==> src/rtl/cylon_scanner.sv <==
// Cylon scanner: drives a one-hot "eye" across NUMBER_DEVICES positions at a
// programmable step rate. It either bounces end to end, with an optional dwell
// at each end, or wraps upward from N-1 to 0.
// Ports:
//   clk, rst    - system clock; synchronous active-high reset
//   enable      - 1 = scanning, 0 = idle with the output blanked
//   step_clks   - clk cycles per step (0 behaves as 1)
//   wrap_mode   - 0 = bounce, 1 = wrap N-1 -> 0, always moving upward
//   active      - one-hot of position while scanning, all zero when idle
//   position    - current device index
//   moving_up   - current direction, 1 = increasing index
//   step_pulse  - one-cycle strobe on each step event
module cylon_scanner #(
    parameter int unsigned NUMBER_DEVICES  = 16,
    parameter int unsigned END_PAUSE_STEPS = 2,
    parameter int unsigned POS_W           = 4
) (
    input  logic                      clk,
    input  logic                      rst,
    input  logic                      enable,
    input  logic [29:0]               step_clks,
    input  logic                      wrap_mode,
    output logic [NUMBER_DEVICES-1:0] active,
    output logic [POS_W-1:0]          position,
    output logic                      moving_up,
    output logic                      step_pulse
);

    localparam int unsigned STEP_W  = 30;
    localparam int unsigned PAUSE_W = (END_PAUSE_STEPS > 0) ? $clog2(END_PAUSE_STEPS + 1) : 1;
    localparam logic [POS_W-1:0]   LAST_POS   = POS_W'(NUMBER_DEVICES - 1);
    localparam logic [PAUSE_W-1:0] PAUSE_INIT = PAUSE_W'(END_PAUSE_STEPS);

    typedef enum logic [1:0] {
        ST_IDLE  = 2'd0,
        ST_SCAN  = 2'd1,
        ST_PAUSE = 2'd2
    } state_e;

    state_e                    state_q, state_d;
    logic [STEP_W-1:0]         timer_q, timer_d;
    logic [PAUSE_W-1:0]        pause_cnt_q, pause_cnt_d;
    logic [POS_W-1:0]          position_q, position_d;
    logic                      moving_up_q, moving_up_d;
    logic [NUMBER_DEVICES-1:0] active_q, active_d;
    logic                      step_pulse_q, step_pulse_d;

    logic [STEP_W-1:0]         step_max_c;
    logic                      term_c;
    logic                      at_end_c;

    // One position step in the given direction. The wrap-around arms also keep
    // the index inside 0..N-1 when N is not a power of two.
    function automatic logic [POS_W-1:0] step_pos(input logic [POS_W-1:0] pos,
                                                  input logic             up);
        if (up) begin
            step_pos = (pos == LAST_POS) ? '0 : pos + POS_W'(1);
        end else begin
            step_pos = (pos == '0) ? LAST_POS : pos - POS_W'(1);
        end
    endfunction

    // Terminal count uses >= so that lowering step_clks below the running count
    // fires on the very next cycle instead of waiting for the timer to wrap.
    always_comb begin
        step_max_c = (step_clks == '0) ? STEP_W'(1) : step_clks;
        term_c     = (state_q != ST_IDLE) && (timer_q >= (step_max_c - STEP_W'(1)));
        at_end_c   = moving_up_q ? (position_q == LAST_POS) : (position_q == '0);
    end

    // Next-state, position and output logic.
    always_comb begin
        state_d      = state_q;
        timer_d      = timer_q;
        pause_cnt_d  = pause_cnt_q;
        position_d   = position_q;
        moving_up_d  = moving_up_q;
        step_pulse_d = 1'b0;
        active_d     = '0;

        unique case (state_q)
            ST_IDLE: begin
                timer_d     = '0;
                pause_cnt_d = '0;
                if (enable) begin
                    state_d = ST_SCAN;
                end
            end

            ST_SCAN: begin
                if (!enable) begin
                    // A step landing on the same cycle as enable falling is dropped.
                    state_d     = ST_IDLE;
                    timer_d     = '0;
                    pause_cnt_d = '0;
                end else begin
                    timer_d = term_c ? '0 : timer_q + STEP_W'(1);
                    if (term_c) begin
                        step_pulse_d = 1'b1;
                        if (wrap_mode) begin
                            moving_up_d = 1'b1;
                            position_d  = step_pos(position_q, 1'b1);
                        end else if (!at_end_c) begin
                            position_d = step_pos(position_q, moving_up_q);
                        end else if (NUMBER_DEVICES > 1) begin
                            // Bounce: reverse, then dwell or move straight back.
                            moving_up_d = !moving_up_q;
                            if (END_PAUSE_STEPS > 0) begin
                                state_d     = ST_PAUSE;
                                pause_cnt_d = PAUSE_INIT;
                            end else begin
                                position_d = step_pos(position_q, !moving_up_q);
                            end
                        end
                    end
                end
            end

            ST_PAUSE: begin
                if (!enable) begin
                    state_d     = ST_IDLE;
                    timer_d     = '0;
                    pause_cnt_d = '0;
                end else begin
                    timer_d = term_c ? '0 : timer_q + STEP_W'(1);
                    if (term_c) begin
                        step_pulse_d = 1'b1;
                        if (wrap_mode) begin
                            state_d     = ST_SCAN;
                            pause_cnt_d = '0;
                            moving_up_d = 1'b1;
                            position_d  = step_pos(position_q, 1'b1);
                        end else if (pause_cnt_q == PAUSE_W'(1)) begin
                            // Direction was already reversed on entry to the dwell.
                            state_d     = ST_SCAN;
                            pause_cnt_d = '0;
                            position_d  = step_pos(position_q, moving_up_q);
                        end else begin
                            pause_cnt_d = pause_cnt_q - PAUSE_W'(1);
                        end
                    end
                end
            end

            default: begin
                state_d     = ST_IDLE;
                timer_d     = '0;
                pause_cnt_d = '0;
            end
        endcase

        // The one-hot is registered together with the position it encodes.
        if (state_d != ST_IDLE) begin
            active_d = NUMBER_DEVICES'(1) << position_d;
        end
    end

    // State and output registers.
    always_ff @(posedge clk) begin
        if (rst) begin
            state_q      <= ST_IDLE;
            timer_q      <= '0;
            pause_cnt_q  <= '0;
            position_q   <= '0;
            moving_up_q  <= 1'b1;
            active_q     <= '0;
            step_pulse_q <= 1'b0;
        end else begin
            state_q      <= state_d;
            timer_q      <= timer_d;
            pause_cnt_q  <= pause_cnt_d;
            position_q   <= position_d;
            moving_up_q  <= moving_up_d;
            active_q     <= active_d;
            step_pulse_q <= step_pulse_d;
        end
    end

    assign active     = active_q;
    assign position   = position_q;
    assign moving_up  = moving_up_q;
    assign step_pulse = step_pulse_q;

endmodule

==> config.mk <==
export PLATFORM = sky130hd
export DESIGN_NAME = cylon_scanner
export DESIGN_NICKNAME = d
export VERILOG_FILES = /design/src/rtl/cylon_scanner.sv
export SDC_FILE = /design/constraint.sdc
export NUM_CORES = 1
export LEC_CHECK = 0
export ABC_AREA = 1
export BUFFER_PORTS_ARGS = -buffer_cell sky130_fd_sc_hd__buf_2
export CAP_MARGIN = 20
export CELL_PAD_IN_SITES_DETAIL_PLACEMENT = 1
export CELL_PAD_IN_SITES_GLOBAL_PLACEMENT = 1
export CORE_UTILIZATION = 40
export DETAILED_ROUTE_END_ITERATION = 7
export PLACE_DENSITY = 0.87
export SYNTH_ARGS = -nofsm -noshare
export SYNTH_HDL_FRONTEND = slang
export SYNTH_SLANG_ARGS = --single-unit
==> constraint.sdc <==
create_clock -name clk -period 5.65 [get_ports clk]
set_clock_uncertainty 0.2 [all_clocks]
set_input_delay 0.565 -clock clk [delete_from_list [all_inputs] [get_ports clk]]
set_output_delay 0.565 -clock clk [all_outputs]
set_load 0.01 [all_outputs]
After elaboration in Yosys (flattened, before gate mapping)
Index checks and enable logic that the tools add are counted.
Widths: inputs -> output; s select.
{ "totals": {"regBits": 56, "in_bits": 34, "out_inout_bits": 22, "wordCells": 87} }
{ "op_classes": {"add_sub_neg": 5, "n_lt_le_gt_ge": 1, "eq_ne": 14, "shift": 1, "mux": 42, "bitwise": 3, "n_reduce_logical": 14} }
{ "ops": {"columns": ["operator", "n"], "rows": [
  ["$mux 4", 11],
  ["$mux 2", 17],
  ["$add 30x1->30 const B", 1],
  ["$ge 30x30->1", 1],
  ["$logic_not 30->1", 1],
  ["$mux 30", 1],
  ["$sub 30x1->30 const B", 1],
  ["$shl 1x4->16 const A", 1],
  ["$ne 3x3->1 const B", 5],
  ["$ne 2x2->1 const B", 5],
  ["$mux 1", 9],
  ["$pmux 4 s2", 1],
  ["$reduce_and 7->1", 1],
  ["$pmux 2 s3", 1],
  ["$reduce_bool 2->1", 3],
  ["$add 4x1->4 const B", 1],
  ["$eq 2x1->1 const B", 2],
  ["$eq 4x4->1 const B", 1],
  ["$logic_not 4->1", 1],
  ["$pmux 2 s2", 1],
  ["$reduce_and 4->1", 1],
  ["$reduce_or 2->1", 2],
  ["$reduce_or 4->1", 1],
  ["$sub 4x1->4 const B", 1],
  ["8 further kinds", 10]
]} }

Depth between registers and ports, before layout
{ "logic_depth": {"depth_word": 11, "ltp_mapped": 37} }

Worst setup path before layout
Ideal clock, no wire load.
{ "synth_timing": {"path_type": "input to register", "from": "input step_clks[16]", "to": "register active_q[11] (netlist: active[11])", "arrival_ps": 3798, "path_slack_ps": 1536, "cell_stages": 35, "path_buffers": 0, "cell_sequence": "inv_1 > nand2_1 > nor2_1 > nand2_1 > nor4_1 > nand3_1 > nand2_1 > inv_1 > ha_1 > nand2_1 > nor2_2 > inv_1 > nor3_2 > nand4_2 > nor3_4 > nand2_2 > nor2_1 > xnor2_1 > ha_1 > nand2_1 > nor2_2 > nand2_1 > nor2_1 > nor2_1 > nand2_1 > nor2_1 > nand2_4 > nand3_2 > nand2_1 > nand3_1 > nor2_1 > nor2_2 > inv_2 > nand2_2 > nor2_1"} }
{ "synth_via": {"elab_chain_len": 11} }
{ "synth_lines": {"columns": ["item", "line", "rtl"], "rows": [
  ["start: declaration", "21", "input logic [29:0] step_clks,"],
  ["$logic_not 30->1", "66", "step_max_c = (step_clks == '0) ? STEP_W'(1) : step_clks;"],
  ["$mux 30 *", "66", null],
  ["$sub 30x1->30 *", "67", "term_c = (state_q != ST_IDLE) && (timer_q >= (step_max_c - STEP_W'(1)));"],
  ["$ge 30x30->1 *", "67", null],
  ["$logic_and 1x1->1 *", "67", null],
  ["$mux 2, on equally long branches", "126, 98", null],
  ["$mux 2, on equally long branches", "120, 91", null],
  ["$pmux 2 s3", "81", "unique case (state_q)"],
  ["$reduce_bool 2->1", "153", "if (state_d != ST_IDLE) begin"],
  ["$not 1->1 (no line)", null, null],
  ["$reduce_or 2->1 (no line)", null, null],
  ["end signal: assignment", "174", "active_q <= active_d;"],
  ["end: declaration", "45", "logic [NUMBER_DEVICES-1:0] active_q, active_d;"]
]} }
Every way passes the cells marked *; elsewhere a longest branch is shown, timed or not.
A chain may end at the register's enable or synchronous reset.

Final worst setup path
{ "layout_timing": {"from": "input step_clks[17]", "to": "register active_q[5] (netlist: active[5])"} }
Same word-level chain as after synthesis.

==> results by group <==
Final layout
  – Final Instance Count excl. Fillers: 875
  – Final net count: 807
  – Share of layout cells above drive strength 1: 14.8%
  – FF+latch area: 1120 µm²
  – Ant. Diodes: 0
  – Filler cells: 1488
  – Multi-input logic area: 2920 µm²
  – Area growth syn-to-layout: 11.8%
  – Util after Layout: 46.0%

Worst setup path
  – Crit-path slowest cell: ha_1
  – Arrival time at the worst endpoint: 4.71 ns
  – Setup crit start kind: input port
  – Max incr delay on CP: 0.27 ns
  – Crit-path max FO: 7
  – Worst Path Buf+Inv: 5
  – Cell mode on critical path: nand2_1
  – CP Capture Type: register
  – Critical path class: in2reg
  – CP delay by family, top: simple AND/OR/NAND/NOR gates
  – Req. time, crit path: 5.71 ns
  – R2R Setup Slk: 2.83 ns

STA
  – Max Clock Freq: 215 MHz
  – Fin. max-slew vios: 0
  – Slew margin rel.: 51.5%
  – Final TNS setup: 0 ns
  – Slew @ Worst Pin: 0.721 ns
  – Hold_ws: 0.294 ns
  – Number of setup violations in the final report: 0
  – Final hold violations: 0
  – Final period util: 82.2%
  – RSZ-0062 raised after global routing: no
  – Final min period: 4.65 ns

Clocking
  – CTS Buffer Depth: 2
  – TritonCTS clock tree: yes
  – H-tree depth: 2
  – Worst-skew pair later-pin latency: 0.32 ns
  – Clk Tree Root Cell: clkbuf_8
  – Hold Buf Count CTS: 0
  – Num Clock Sinks: 56
  – Worst-path clk slew: 0.11 ns
  – Post_cts resized: 0
  – Postcts setup bufs: 0
  – CTS Buf Count: 5

Synthesis
  – Mapped cell area: 4460 µm²
  – Sequential-to-total area share from yosys stat: 25.1%
  – Leading area contributor after synthesis: dfxtp_1
  – Yosys warning count: 0
  – Ys async rst share: 0%
  – Post-synthesis area per instance: 6.58 µm²
  – Post-synth EDFFs: 0
  – Most frequent cells after synthesis: nand2_1, nor2_1, inv_1
  – Most common cell in the netlist: nand2_1
  – Top cell type's share of synthesized area: 25.1%
  – Ranking of synthesized cells by area: dfxtp_1, nand2_1, ha_1, nor2_1, inv_1
  – Unique masters post-synth: 40
  – Register bit total from synthesis: 56
  – Synth Flop Type: dfxtp_1
  – Synth Net Count: 751
  – Gate Count Post-Synth: 678

GRT
  – Largest net degree at the start of global routing: 31
  – First-pass GRT wire length: 21100 µm
  – GRT Overall Usage: 22.8%
  – Initial antenna violation count: 0
  – Vias in the first global route: 4621
  – Overflow after GRT: 0

Routing
  – Via-to-Cell Ratio: 5.07
  – DR vias: 4438
  – Met2 wire length: 6580 µm
  – Final ANT Viol Nets: 0
  – Max layer used: met4
  – Wire length on met3: 426 µm
  – Final wirelength: 12600 µm
  – Post-DR wirelength/cell: 14.4 µm
  – DRT Pass-1 Iters: 4
  – DRT met1 WL: 5450 µm
  – Drc violations: 0
  – Starting DRT DRC Count: 196

Die
  – DIE WIDTH: 108 µm
  – Die Area: 11600 µm²
  – Rows: 38
  – Initial Util: 41.2%
  – Die Span Y: 108 µm
  – Core Region: 10800 µm²
  – Io pins: 56

Placed design
  – Port bufs: 55
  – Post-DP HPWL: 10700 µm
  – Gpl congestion: 0.912
  – Placed Cells incl. Taps: 867

Pwr
  – Max VDD drop: 0.123 mV
  – LEAKAGE: 2.38 nW
  – Pwr Density: 155 nW/µm²
  – Total power: 0.772 mW

Hold path
  – HP Class: reg2reg

Outcome
  – Run status: finished clean

Flow run
  – Max_cap viols: 0
cell type report:
class	instances	area share, %
Multi-Input combinational cell	511	58.6
Tap cell	140	3.51
Timing Repair Buffer	56	5.67
Sequential cell	56	22.5
Inverter	104	7.82
Clock inverter	3	0.577
Clock buffer	5	1.38
flip-flops by register name, indices dropped and copies added (netlist names):
signal       count
timer_q         30
active          16
position         4
pause_cnt_q      2
state_q          2
moving_up        1
step_pulse       1
cell usage in the layout (no fill, tap or decap), types with 5 or more instances in the layout:
master	n
o21ai_0	7
ha_1	39
nor3_1	21
nand4_1	10
inv_1	100
nand3_1	39
o21ai_1	6
clkbuf_8	5
nor2_2	11
nand2_2	8
xnor2_1	8
buf_2	55
a21oi_1	25
nor4_1	8
xor2_1	36
nor3b_1	5
dfxtp_1	56
nand2_1	145
nor2_1	112
path summary, 6_finish.rpt:
kind,endpoint,cells past startpoint,from
worst max-delay path,active[5],36,step_clks[17]
worst max register to register,active[5],17,timer_q[5]
worst min register to register,timer_q[0],1,timer_q[0]
worst min-delay path,timer_q[0],1,timer_q[0]
cells by family after synthesis:
logic type | after synthesis | share of synthesized area (%)
AOI/OAI and AO/OA | 47 | 5.91
DFF | 56 | 25.1
buffers and inverters | 111 | 9.39
and+or+nand+nor | 381 | 40.0
adders and majority gates | 39 | 10.9
xor gates and xnor gates | 44 | 8.63
stage by stage:
stage / area (µm²) / setup slack, ns
finish: 4990 / 1.00
CTS: 4990 / 1.01
global route: 4990 / 0.446
detailed placement: 4890 / 0.667
global placement: 4890 / 0.983
floorplan: 4460 / 1.54
where the power goes:
| group | internal (mW) | leakage [nW] | switching [mW] | total (mW) |
|---|---|---|---|---|
| Sequential | 0.398 | 0.452 | 0.00321 | 0.402 |
| Combinational | 0.0425 | 1.88 | 0.0863 | 0.129 |
| Clock | 0.0940 | 0.0511 | 0.147 | 0.241 |
routing by layer:
metal | up-vias | GRT usage (%)
li1 | 2263 | -
met1 | 2083 | 25.9
met2 | 78 | 44.9
met3 | 14 | 2.42
met4 | 0 | 5.28
met5 | - | 0
Note: power is estimated with default switching activity, not from simulation.
